--- src/rtl/turnstile_controller.sv ---
// Coin-operated turnstile: edge-detected coin/push sensors, credit store and passage counter.
// Defining TURNSTILE_ALARM_EN adds the forced-push ALARM state and its hold timer.
module turnstile_controller #(
    parameter int FARE         = 1,
    parameter int CREDIT_W     = 4,
    parameter int COUNT_W      = 16,
    parameter int ALARM_CYCLES = 8
) (
    input  logic                i_clk,
    input  logic                i_reset_n,
    input  logic                i_coin,
    input  logic                i_push,
    output logic                o_locked,
    output logic [CREDIT_W-1:0] o_credit,
    output logic [COUNT_W-1:0]  o_pass_count,
    output logic                o_coin_reject,
    output logic                o_alarm,
    output logic [1:0]          o_state
);

    localparam logic [CREDIT_W-1:0] FARE_C     = CREDIT_W'(FARE);
    localparam logic [CREDIT_W-1:0] CREDIT_MAX = {CREDIT_W{1'b1}};

    if (FARE < 1 || FARE >= (1 << CREDIT_W)) begin : g_bad_fare
        $error("turnstile_controller: FARE out of range for CREDIT_W");
    end
    if (ALARM_CYCLES < 1) begin : g_bad_alarm
        $error("turnstile_controller: ALARM_CYCLES must be at least 1");
    end

`ifdef TURNSTILE_ALARM_EN
    typedef enum logic [1:0] {
        S_LOCKED   = 2'd0,
        S_UNLOCKED = 2'd1,
        S_ALARM    = 2'd2
    } state_t;

    localparam int TIMER_W = (ALARM_CYCLES > 1) ? $clog2(ALARM_CYCLES) : 1;
    localparam logic [TIMER_W-1:0] TIMER_LAST = TIMER_W'(ALARM_CYCLES - 1);

    logic [TIMER_W-1:0] timer_q, timer_d;
`else
    typedef enum logic [1:0] {
        S_LOCKED   = 2'd0,
        S_UNLOCKED = 2'd1
    } state_t;
`endif

    state_t              state_q, state_d;
    logic [CREDIT_W-1:0] credit_q, credit_d, credit_mid;
    logic [COUNT_W-1:0]  count_q, count_d;
    logic                reject_q, reject_d;
    logic                coin_q, push_q;
    logic                coin_ev, push_ev;
    logic                unlock_ok;

    // Samples reset high so a sensor already active at reset release is not an event.
    always_ff @(posedge i_clk or negedge i_reset_n) begin
        if (!i_reset_n) begin
            coin_q <= 1'b1;
            push_q <= 1'b1;
        end else begin
            coin_q <= i_coin;
            push_q <= i_push;
        end
    end

    assign coin_ev = i_coin & ~coin_q;
    assign push_ev = i_push & ~push_q;

    always_ff @(posedge i_clk or negedge i_reset_n) begin
        if (!i_reset_n) begin
            state_q  <= S_LOCKED;
            credit_q <= '0;
            count_q  <= '0;
            reject_q <= 1'b0;
`ifdef TURNSTILE_ALARM_EN
            timer_q  <= '0;
`endif
        end else begin
            state_q  <= state_d;
            credit_q <= credit_d;
            count_q  <= count_d;
            reject_q <= reject_d;
`ifdef TURNSTILE_ALARM_EN
            timer_q  <= timer_d;
`endif
        end
    end

    always_comb begin
        state_d    = state_q;
        count_d    = count_q;
        reject_d   = 1'b0;
        credit_mid = credit_q;
`ifdef TURNSTILE_ALARM_EN
        timer_d    = timer_q;
`endif
        // A passage is charged against the credit held before any same-cycle coin.
        if (push_ev && state_q == S_UNLOCKED) begin
            credit_mid = credit_q - FARE_C;
            count_d    = count_q + COUNT_W'(1);
        end

        credit_d = credit_mid;
        if (coin_ev) begin
            if (credit_mid == CREDIT_MAX) begin
                reject_d = 1'b1;
            end else begin
                credit_d = credit_mid + CREDIT_W'(1);
            end
        end

        unlock_ok = (credit_d >= FARE_C);

        case (state_q)
            S_LOCKED: begin
`ifdef TURNSTILE_ALARM_EN
                if (push_ev) begin
                    state_d = S_ALARM;
                    timer_d = TIMER_LAST;
                end else if (unlock_ok) begin
                    state_d = S_UNLOCKED;
                end
`else
                if (unlock_ok) begin
                    state_d = S_UNLOCKED;
                end
`endif
            end
            S_UNLOCKED: state_d = unlock_ok ? S_UNLOCKED : S_LOCKED;
`ifdef TURNSTILE_ALARM_EN
            S_ALARM: begin
                if (timer_q == '0) begin
                    state_d = unlock_ok ? S_UNLOCKED : S_LOCKED;
                end else begin
                    timer_d = timer_q - TIMER_W'(1);
                end
            end
`endif
            default: state_d = S_LOCKED;
        endcase
    end

    assign o_locked      = (state_q != S_UNLOCKED);
    assign o_credit      = credit_q;
    assign o_pass_count  = count_q;
    assign o_coin_reject = reject_q;
    assign o_state       = state_q;
`ifdef TURNSTILE_ALARM_EN
    assign o_alarm       = (state_q == S_ALARM);
`else
    assign o_alarm       = 1'b0;
`endif

endmodule

--- config.mk ---
export PLATFORM = sky130hd
export DESIGN_NAME = turnstile_controller
export DESIGN_NICKNAME = d
export VERILOG_FILES = /design/src/rtl/turnstile_controller.sv
export SDC_FILE = /design/constraint.sdc
export NUM_CORES = 1
export LEC_CHECK = 0
export CAP_MARGIN = 15
export CORE_MARGIN = 2
export CORE_UTILIZATION = 40
export CTS_BUF_LIST = sky130_fd_sc_hd__clkbuf_8
export DETAILED_ROUTE_END_ITERATION = 8
export PLACE_DENSITY = 0.7
export SYNTH_ARGS = -nofsm -noshare
export SYNTH_HDL_FRONTEND = slang
export SYNTH_SLANG_ARGS = --single-unit
--- constraint.sdc ---
create_clock -name i_clk -period 2.5 [get_ports i_clk]
set_input_delay 0.25 -clock i_clk [delete_from_list [all_inputs] [get_ports i_clk]]
set_output_delay 0.25 -clock i_clk [all_outputs]
set_load 0.005 [all_outputs]
After elaboration in Yosys (flattened, before gate mapping)
Cells that the tools add are included.
Storage, ports and cells
  input bits: 4
  output and inout port bits: 25
  logic and storage cells: 28
  bits in registers: 25
Operators by class
  equal/unequal tests: 4
  $lt $le $gt $ge: 1
  $add $sub $neg: 3
  reduce and logical (&&, ||, !) cells: 2
  bitwise gates (word level): 4
  muxes and demuxes: 8
Operators with widths (count)
  adder 16 x 1 -> 16 bit, second input constant: 1
  2-to-1 mux 4 bit: 3
  adder 4 x 1 -> 4 bit, second input constant: 1
  == test 4 bit, second input constant: 1
  >= comparator 4 x 1 -> 1 bit, second input constant: 1
  case mux 2 bit (2 select lines): 1
  subtractor 4 x 1 -> 4 bit, second input constant: 1
  2-to-1 mux 1 bit: 3
  AND 1 bit: 2
  == test 2 x 1 -> 1 bit, second input constant: 1
  zero test 2 bit: 1
  2-to-1 mux 2 bit: 1
  inequality test 2 x 1 -> 1 bit, second input constant: 1
  inequality test 2 bit, second input constant: 1
  NOT 1 bit: 2
  logical AND 1 bit: 1

Longest topological paths before layout
Gate-level depths: netlist of the first run.
  depth after elaboration: 10
  depth in mapped cells: 9
  depth with buffers taken out: 8

Worst setup path before layout of the first run
No wires, ideal clock.
  kind: reg2reg
  start point: register push_q
  end point: register state_q[0] (netlist: o_state[0])
  setup slack: 0.211 ns
  library setup time: 0.126 ns
  buffers on the path: 1
  arrival: 2.163 ns
  clock period less this slack: 2.289 ns
  stages on the path, launching flop included: 8
  required time: 2.374 ns
  cell sequence: dfstp_2 > and3b_1 > buf_6 > xnor2_1 > inv_1 > ha_1 > or4_1 > a221o_1
On the way
  word-level cells in the longest chain between the ends: 10
  elaborated cells between the ends (all ways): 12
  those cells by class: add/sub (1); order compare (1); eq/ne (2); mux (5); bitwise (2); reduce/logical (1)
RTL lines
  start: declaration: line 53  | logic coin_q, push_q;
  start signal: assignment: line 64  | push_q <= i_push;
  NOT 1 bit *: line 69  | assign push_ev = i_push & ~push_q;
  AND 1 bit *: line 69
  logical AND 1 bit *: line 100  | if (push_ev && state_q == S_UNLOCKED) begin
  2-to-1 mux 4 bit *: line 100
  adder 4 x 1 -> 4 bit or == test 4 bit (tied branches): line 110, 107
  2-to-1 mux 4 bit: line 107  | if (credit_mid == CREDIT_MAX) begin
  2-to-1 mux 4 bit *: line 106  | if (coin_ev) begin
  >= comparator 4 x 1 -> 1 bit *: line 114  | unlock_ok = (credit_d >= FARE_C);
  2-to-1 mux 1 bit: line 131  | S_UNLOCKED: state_d = unlock_ok ? S_UNLOCKED : S_LOCKED;
  case mux 2 bit (2 select lines): line 116  | case (state_q)
  end signal: assignment: line 81  | state_q <= state_d;
  end: declaration: line 49  | state_t state_q, state_d;
Every way passes the cells marked *; elsewhere a longest branch is shown, timed or not.
A chain may end at the register's enable or synchronous reset.

Worst setup path in the final report of the first run
Same ends and word-level chain as after synthesis.

==> results of run 1 <==
-- state kept, by name, summed over array words and instances, names as in the netlist --
signal / flops
coin_q: 1
o_coin_reject: 1
o_credit: 4
o_pass_count: 16
o_state: 1
push_q: 1
-- worst register-to-register path, stage by stage (launching register included) --
cell	delay (ns)
dfstp_2	0.55
and3b_1	0.20
xnor2_1	0.21
inv_1	0.09
ha_1	0.22
inv_1	0.06
a211oi_1	0.06
or4_1	0.49
a221o_1	0.34
-- final cells by class --
type / instances / area, µm² / area share [%]
Inverter: 5 / 18.8 / 1.17
Clock buffer: 3 / 41.3 / 2.57
Multi-Input combinational cell: 80 / 563 / 35.0
Tap cell: 31 / 38.8 / 2.41
Timing Repair Buffer: 37 / 343 / 21.3
Sequential cell: 24 / 603 / 37.5
-- worst paths after layout --
kind | cells past startpoint | slack [ns] | to | startpoint
max | 8 | 0.18 | o_state[0] | push_q
min | 2 | 0.36 | o_pass_count[4] | i_reset_n
max reg2reg | 8 | 0.18 | o_state[0] | push_q
min reg2reg | 1 | 0.47 | o_pass_count[15] | o_pass_count[15]
max in group asynchronous | 2 | 1.85 | push_q | i_reset_n
min in group i_clk | 1 | 0.44 | coin_q | i_coin
-- metrics by stage --
step	TNS (ns)	utilization (%)	instance area, µm²
3_3_place_gp	0	55.8	1570
6_report	0	57.3	1610
5_1_grt	0	57.3	1610
3_5_place_dp	-0.0135	55.8	1570
2_1_floorplan	0	-	1210
4_1_cts	0	57.3	1610
-- Yosys cell counts, types with 3 or more instances --
cell type and instances:
dfrtp_1 22, nand2_1 17, xnor2_1 13, inv_1 5, nor2_1 5, xor2_1 5, nor3_1 4, and3_1 3
ha_1 3, nand2b_1 3, o21ai_0 3
-- power by group --
| part | internal, W | switching (W) |
|---|---|---|
| logic | 0.000384 | 0.000286 |
| clock network | 0.000107 | 0.000114 |
| registers | 0.000471 | 0.000102 |
| total | 0.000962 | 0.000503 |
-- layer usage --
metal | vias to the layer above | GRT usage, %
li1 | 448 | -
met1 | 444 | 21.1
met2 | 22 | 28.4
met3 | 0 | 1.98
met4 | 0 | 3.90
met5 | - | 0
-- logic make-up after synthesis --
| group | count (synthesis) | share of synthesized area [%] |
|---|---|---|
| simple gates | 47 | 22.3 |
| flops | 24 | 49.9 |
| xor+xnor | 18 | 13.1 |
| compound gates | 9 | 6.63 |
| buf+inv | 8 | 3.73 |
| fa+ha+maj | 3 | 3.11 |
| other cells | 1 | 0.311 |
| mux | 1 | 0.933 |
==> flow_summary_export.csv, run 1 <==
group,metric,value,unit
run_status,status,"finished with violations",
run_status,violations,"design-rule violations",
timing,period_minus_slack,2.32,ns
detailed_routing,drc_errors,2,
setup_path,cp-start-kind,"register",
detailed_routing,met1_length,1.21,mm
global_routing,grt_pass1_wl,4.28,mm
cells_and_area,drive_above_1_share,14.8,%
global_routing,grt_overflow,0,
setup_path,critPathArrivalTime,2.47,ns
detailed_routing,totalWireLength,2.54,mm
synthesis,yosysUniqueCellTypes,35,
timing,timing.final.ws_setup,0.177,ns
clocking,cts_buffers,3,
job,maxCapViolCount,0,
place,dp_slack,-0.0135,ns
clocking,post_cts_resized,0,
pwr,power.density,911,mW/mm²
cells_and_area,final_cell_count_no_fill,180,
pwr,p_leak,0.712,nW
global_routing,grt_start_max_net_pins,25,
setup_path,cpPeakStageDelay,0.55,ns
detailed_routing,wl_met2,1.24,mm
cells_and_area,n_antenna_cell,0,
setup_path,critPathBufInv,2,
place,io_buffers,26,
synthesis,ys_warn_count,0,
place,place_congestion,0.838,
floorplanning,ios,29,
synthesis,synth_edf_count,0,
synthesis,synth_top_area_share,45.6,%
detailed_routing,wl_per_cell,14.1,µm
pwr,max-vdd-ir-drop,557,µV
detailed_routing,vias,914,
clocking,clk_pin_slew_worst_paths,0.08,ns
clocking,h-tree-depth,1,
clocking,cts_root_buf,"clkbuf_8",
pwr,finalPower,0.00146,W
setup_path,path_cells,"and3b_1, xnor2_1, inv_1, ha_1, inv_1, a211oi_1, or4_1, a221o_1",
cells_and_area,layout_commonest_cell,"clkdlybuf4s50_1",
floorplanning,row_count,19,
clocking,postCtsSetupBuffers,0,
floorplanning,chipHeight,58.9,µm
timing,hold_slack,0.358,ns
setup_path,cp.required,2.64,ns
timing,clock_skew,0.00127,ns
place,dpl.cell_count,177,
floorplanning,start_util,43.0,%
detailed_routing,dr_wl_met3,82,µm
global_routing,track_usage,16.2,%
setup_path,cp_slowest_cell,"dfstp_2",
cells_and_area,layout_common_cells,"clkdlybuf4s50_1, dfrtp_1, nand2_1",
setup_path,critPathMaxFanout,3,
synthesis,synth_top_cell_by_area,"dfrtp_1",
detailed_routing,drtIter0Drc,16,
floorplanning,die_w,58.9,µm
clocking,cts_buffer_depth,2,
synthesis,netlist_area,0.00121,mm²
global_routing,grt_pass1_vias,964,
timing,slew_viol_final,0,
synthesis,async_flop_share,100,%
synthesis,synth_seq_cells,24,
setup_path,crit_type,"register to register",
synthesis,syn_inst,111,
detailed_routing,drtPass1Iterations,6,
place,dpl.hpwl,1.92,mm
timing,rsz0062_at_grt,"no",
floorplanning,core_area,0.00281,mm²
cells_and_area,nNetsFinal,158,
clocking,cts_tree,"yes",
floorplanning,dieArea,0.00347,mm²
timing,finalHoldViolations,0,
synthesis,ys_seq_area_share,49.9,%
detailed_routing,viasPerCell,5.08,
clocking,clk_latency,0.26,ns
synthesis,synth.avg_cell_area,10.9,µm²
setup_path,cp-end-kind,"register",
setup_path,crit_top_cell,"inv_1",
synthesis,ys.flop_type,"dfrtp_1",
timing,fmax,0.431,GHz
cells_and_area,nFillCells,250,
detailed_routing,top_layer_used,"met3",
synthesis,netlist_top_cells_area,"dfrtp_1, xnor2_1, nand2_1, dfstp_2, xor2_1",
global_routing,grt_antenna_before_repair,0,
clocking,clock-sinks,24,
min_path,hp-class,"primary input to async pin",
setup_path,cp_top_family,"simple AND/OR/NAND/NOR gates",
clocking,postCtsHoldBufs,0,
timing,min_period_over_period,92.9,%
cells_and_area,area_growth,33.2,%
timing,setup_viol,0,
detailed_routing,ant_nets,0,
No activity file was read; power rests on OpenSTA's default activity.
==> run 2, diff against run 1 <==
--- a/config.mk
+++ b/config.mk
@@ -10,7 +10,8 @@
 export CORE_UTILIZATION = 40
 export CTS_BUF_LIST = sky130_fd_sc_hd__clkbuf_8
 export DETAILED_ROUTE_END_ITERATION = 8
-export PLACE_DENSITY = 0.7
+export PLACE_DENSITY = 0.69
+export SKIP_CTS_REPAIR_TIMING = 1
 export SYNTH_ARGS = -nofsm -noshare
 export SYNTH_HDL_FRONTEND = slang
 export SYNTH_SLANG_ARGS = --single-unit
==> run 2 against run 1 <==
The flow still finishes with violations (design-rule violations). Final cell count shrank 0.56%. Register-to-register slack is essentially flat. Clock power grew 51%. Fmax grew 0.24%. Clock skew grew 0.0020 ns. Flip-flop and latch count is the same. Critical endpoint unchanged. Largest cell class unchanged.
==> flow_summary_export.csv, run 2 (same netlist as run 1, synthesis figures left out) <==
group,metric,value,unit
cells_and_area,drive_above_1_share,14.2,%
global_routing,grt_start_max_net_pins,25,
setup_path,critPathBufInv,1,
floorplanning,dieArea,0.00347,mm²
detailed_routing,drtIter0Drc,15,
setup_path,cp_top_family,"simple AND/OR/NAND/NOR gates",
floorplanning,core_area,0.00281,mm²
clocking,cts_root_buf,"clkbuf_8",
min_path,hp-class,"primary input to async pin",
timing,min_period_over_period,92.7,%
clocking,cts_tree,"yes",
setup_path,cp_slowest_cell,"dfstp_2",
clocking,clk_pin_slew_worst_paths,0.09,ns
pwr,switchingPower,0.000507,W
clocking,cts_buffer_depth,2,
timing,period_minus_slack,2.32,ns
cells_and_area,final_cell_count_no_fill,179,
run_status,violations,"design-rule violations",
cells_and_area,layout_common_cells,"clkdlybuf4s50_1, dfrtp_1, nand2_1",
cells_and_area,seq_area,603,µm²
global_routing,grt_pass1_wl,4.17,mm
detailed_routing,totalWireLength,2.40,mm
pwr,max-vdd-ir-drop,494,µV
place,dpl.hpwl,1.86,mm
cells_and_area,multi_input_area,563,µm²
cells_and_area,largest_reg_flops,16,
pwr,combPwrFrac,42.6,%
setup_path,cp-start-kind,"register",
place,place_congestion,0.821,
clocking,clock-sinks,24,
detailed_routing,drtPass1Iterations,6,
cells_and_area,fin_area,0.00162,mm²
place,io_buffers,26,
global_routing,grt_antenna_before_repair,0,
job,maxCapViolCount,0,
setup_path,cpPeakStageDelay,0.55,ns
clocking,clk_latency,0.26,ns
run_status,status,"finished with violations",
timing,slew_viol_final,0,
timing,timing.final.ws_setup,0.183,ns
setup_path,crit_type,"register to register",
timing,fmax,0.432,GHz
timing,finalHoldViolations,0,
global_routing,grt_overflow,0,
setup_path,cp-end-kind,"register",
timing,hold_slack,0.340,ns
place,dp_slack,-0.0411,ns
clocking,cts_buffers,3,
place,dpl.cell_count,175,
setup_path,critPathMaxFanout,3,
timing,clock_skew,0.00327,ns
place,placed_area,0.00155,mm²
detailed_routing,ant_nets,0,
detailed_routing,drc_errors,3,
floorplanning,row_count,19,
cells_and_area,nNetsFinal,156,
setup_path,path_cells,"and3b_1, xnor2_1, inv_1, ha_1, or4_1, a221o_1",
global_routing,track_usage,15.6,%
floorplanning,ios,29,
timing,setup_viol,0,
pwr,internal_power,0.00106,W
floorplanning,start_util,43.0,%
timing,rsz0062_at_grt,"no",
cells_and_area,nFillCells,248,
pwr,power_frac_clock,21.3,%
pwr,swShare,32.4,%
setup_path,cp.required,2.65,ns
clocking,h-tree-depth,1,
setup_path,critPathArrivalTime,2.47,ns
pwr,power.density,965,mW/mm²
floorplanning,die_w,58.9,µm
floorplanning,chipHeight,58.9,µm
detailed_routing,vias,888,
detailed_routing,wl_per_cell,13.4,µm
detailed_routing,viasPerCell,4.96,
pwr,seq_power_share,36.1,%
cells_and_area,n_antenna_cell,0,
cells_and_area,area_growth,34.4,%
pwr,p_leak,0.717,nW
cells_and_area,layout_commonest_cell,"clkdlybuf4s50_1",
global_routing,grt_pass1_vias,931,
[run 2: cell count changes in the layout (fill, tap and decap cells not counted), sizes merged]
| cell | delta |
|---|---|
| bufinv | +1 |
| buf | -2 |
[run 2: per-layer routing]
metal	track usage, %	wire length [µm]	vias to the layer above
met2	26.3	1160	28
met5	0	0	-
met4	1.95	6	0
li1	-	-	442
met3	2.64	103	2
met1	21.6	1140	416
[run 2: path summary, 6_finish.rpt]
check / startpoint / endpoint / slack, ns / depth (start not counted)
setup / recovery: push_q / o_state[0] / 0.18 / 6
hold / removal: i_reset_n / o_pass_count[8] / 0.34 / 2
setup reg to reg: push_q / o_state[0] / 0.18 / 6
hold reg to reg: o_pass_count[15] / o_pass_count[15] / 0.47 / 1
max in group asynchronous: i_reset_n / coin_q / 1.88 / 2
min in group i_clk: i_coin / coin_q / 0.45 / 1
[run 2: area by class of cell]
class | count | share of cell area (%)
Clock buffer | 3 | 2.54
Clock inverter | 1 | 1.85
Inverter | 5 | 1.16
Multi-Input combinational cell | 80 | 34.7
Sequential cell | 24 | 37.2
Tap cell | 31 | 2.39
Timing Repair Buffer | 35 | 20.2
[run 2: power by group through the flow]
stage                     sequential [W]  combinational (W)  clock [W]
after CTS                       0.000567           0.000674   0.000347
final                           0.000566           0.000668   0.000333
after floorplan                 0.000597           0.000304          0
after global routing            0.000583           0.000741   0.000358
after detailed placement        0.000573           0.000669          0
after global placement          0.000569           0.000661          0
[run 2: per-stage QoR]
stage	power [W]	utilization, %	TNS, ns
4_1_cts	0.00159	57.9	0
5_1_grt	0.00168	57.9	0
3_5_place_dp	0.00124	55.3	-0.0676
3_3_place_gp	0.00123	55.3	0
2_1_floorplan	0.000901	-	0
6_report	0.00157	57.9	0
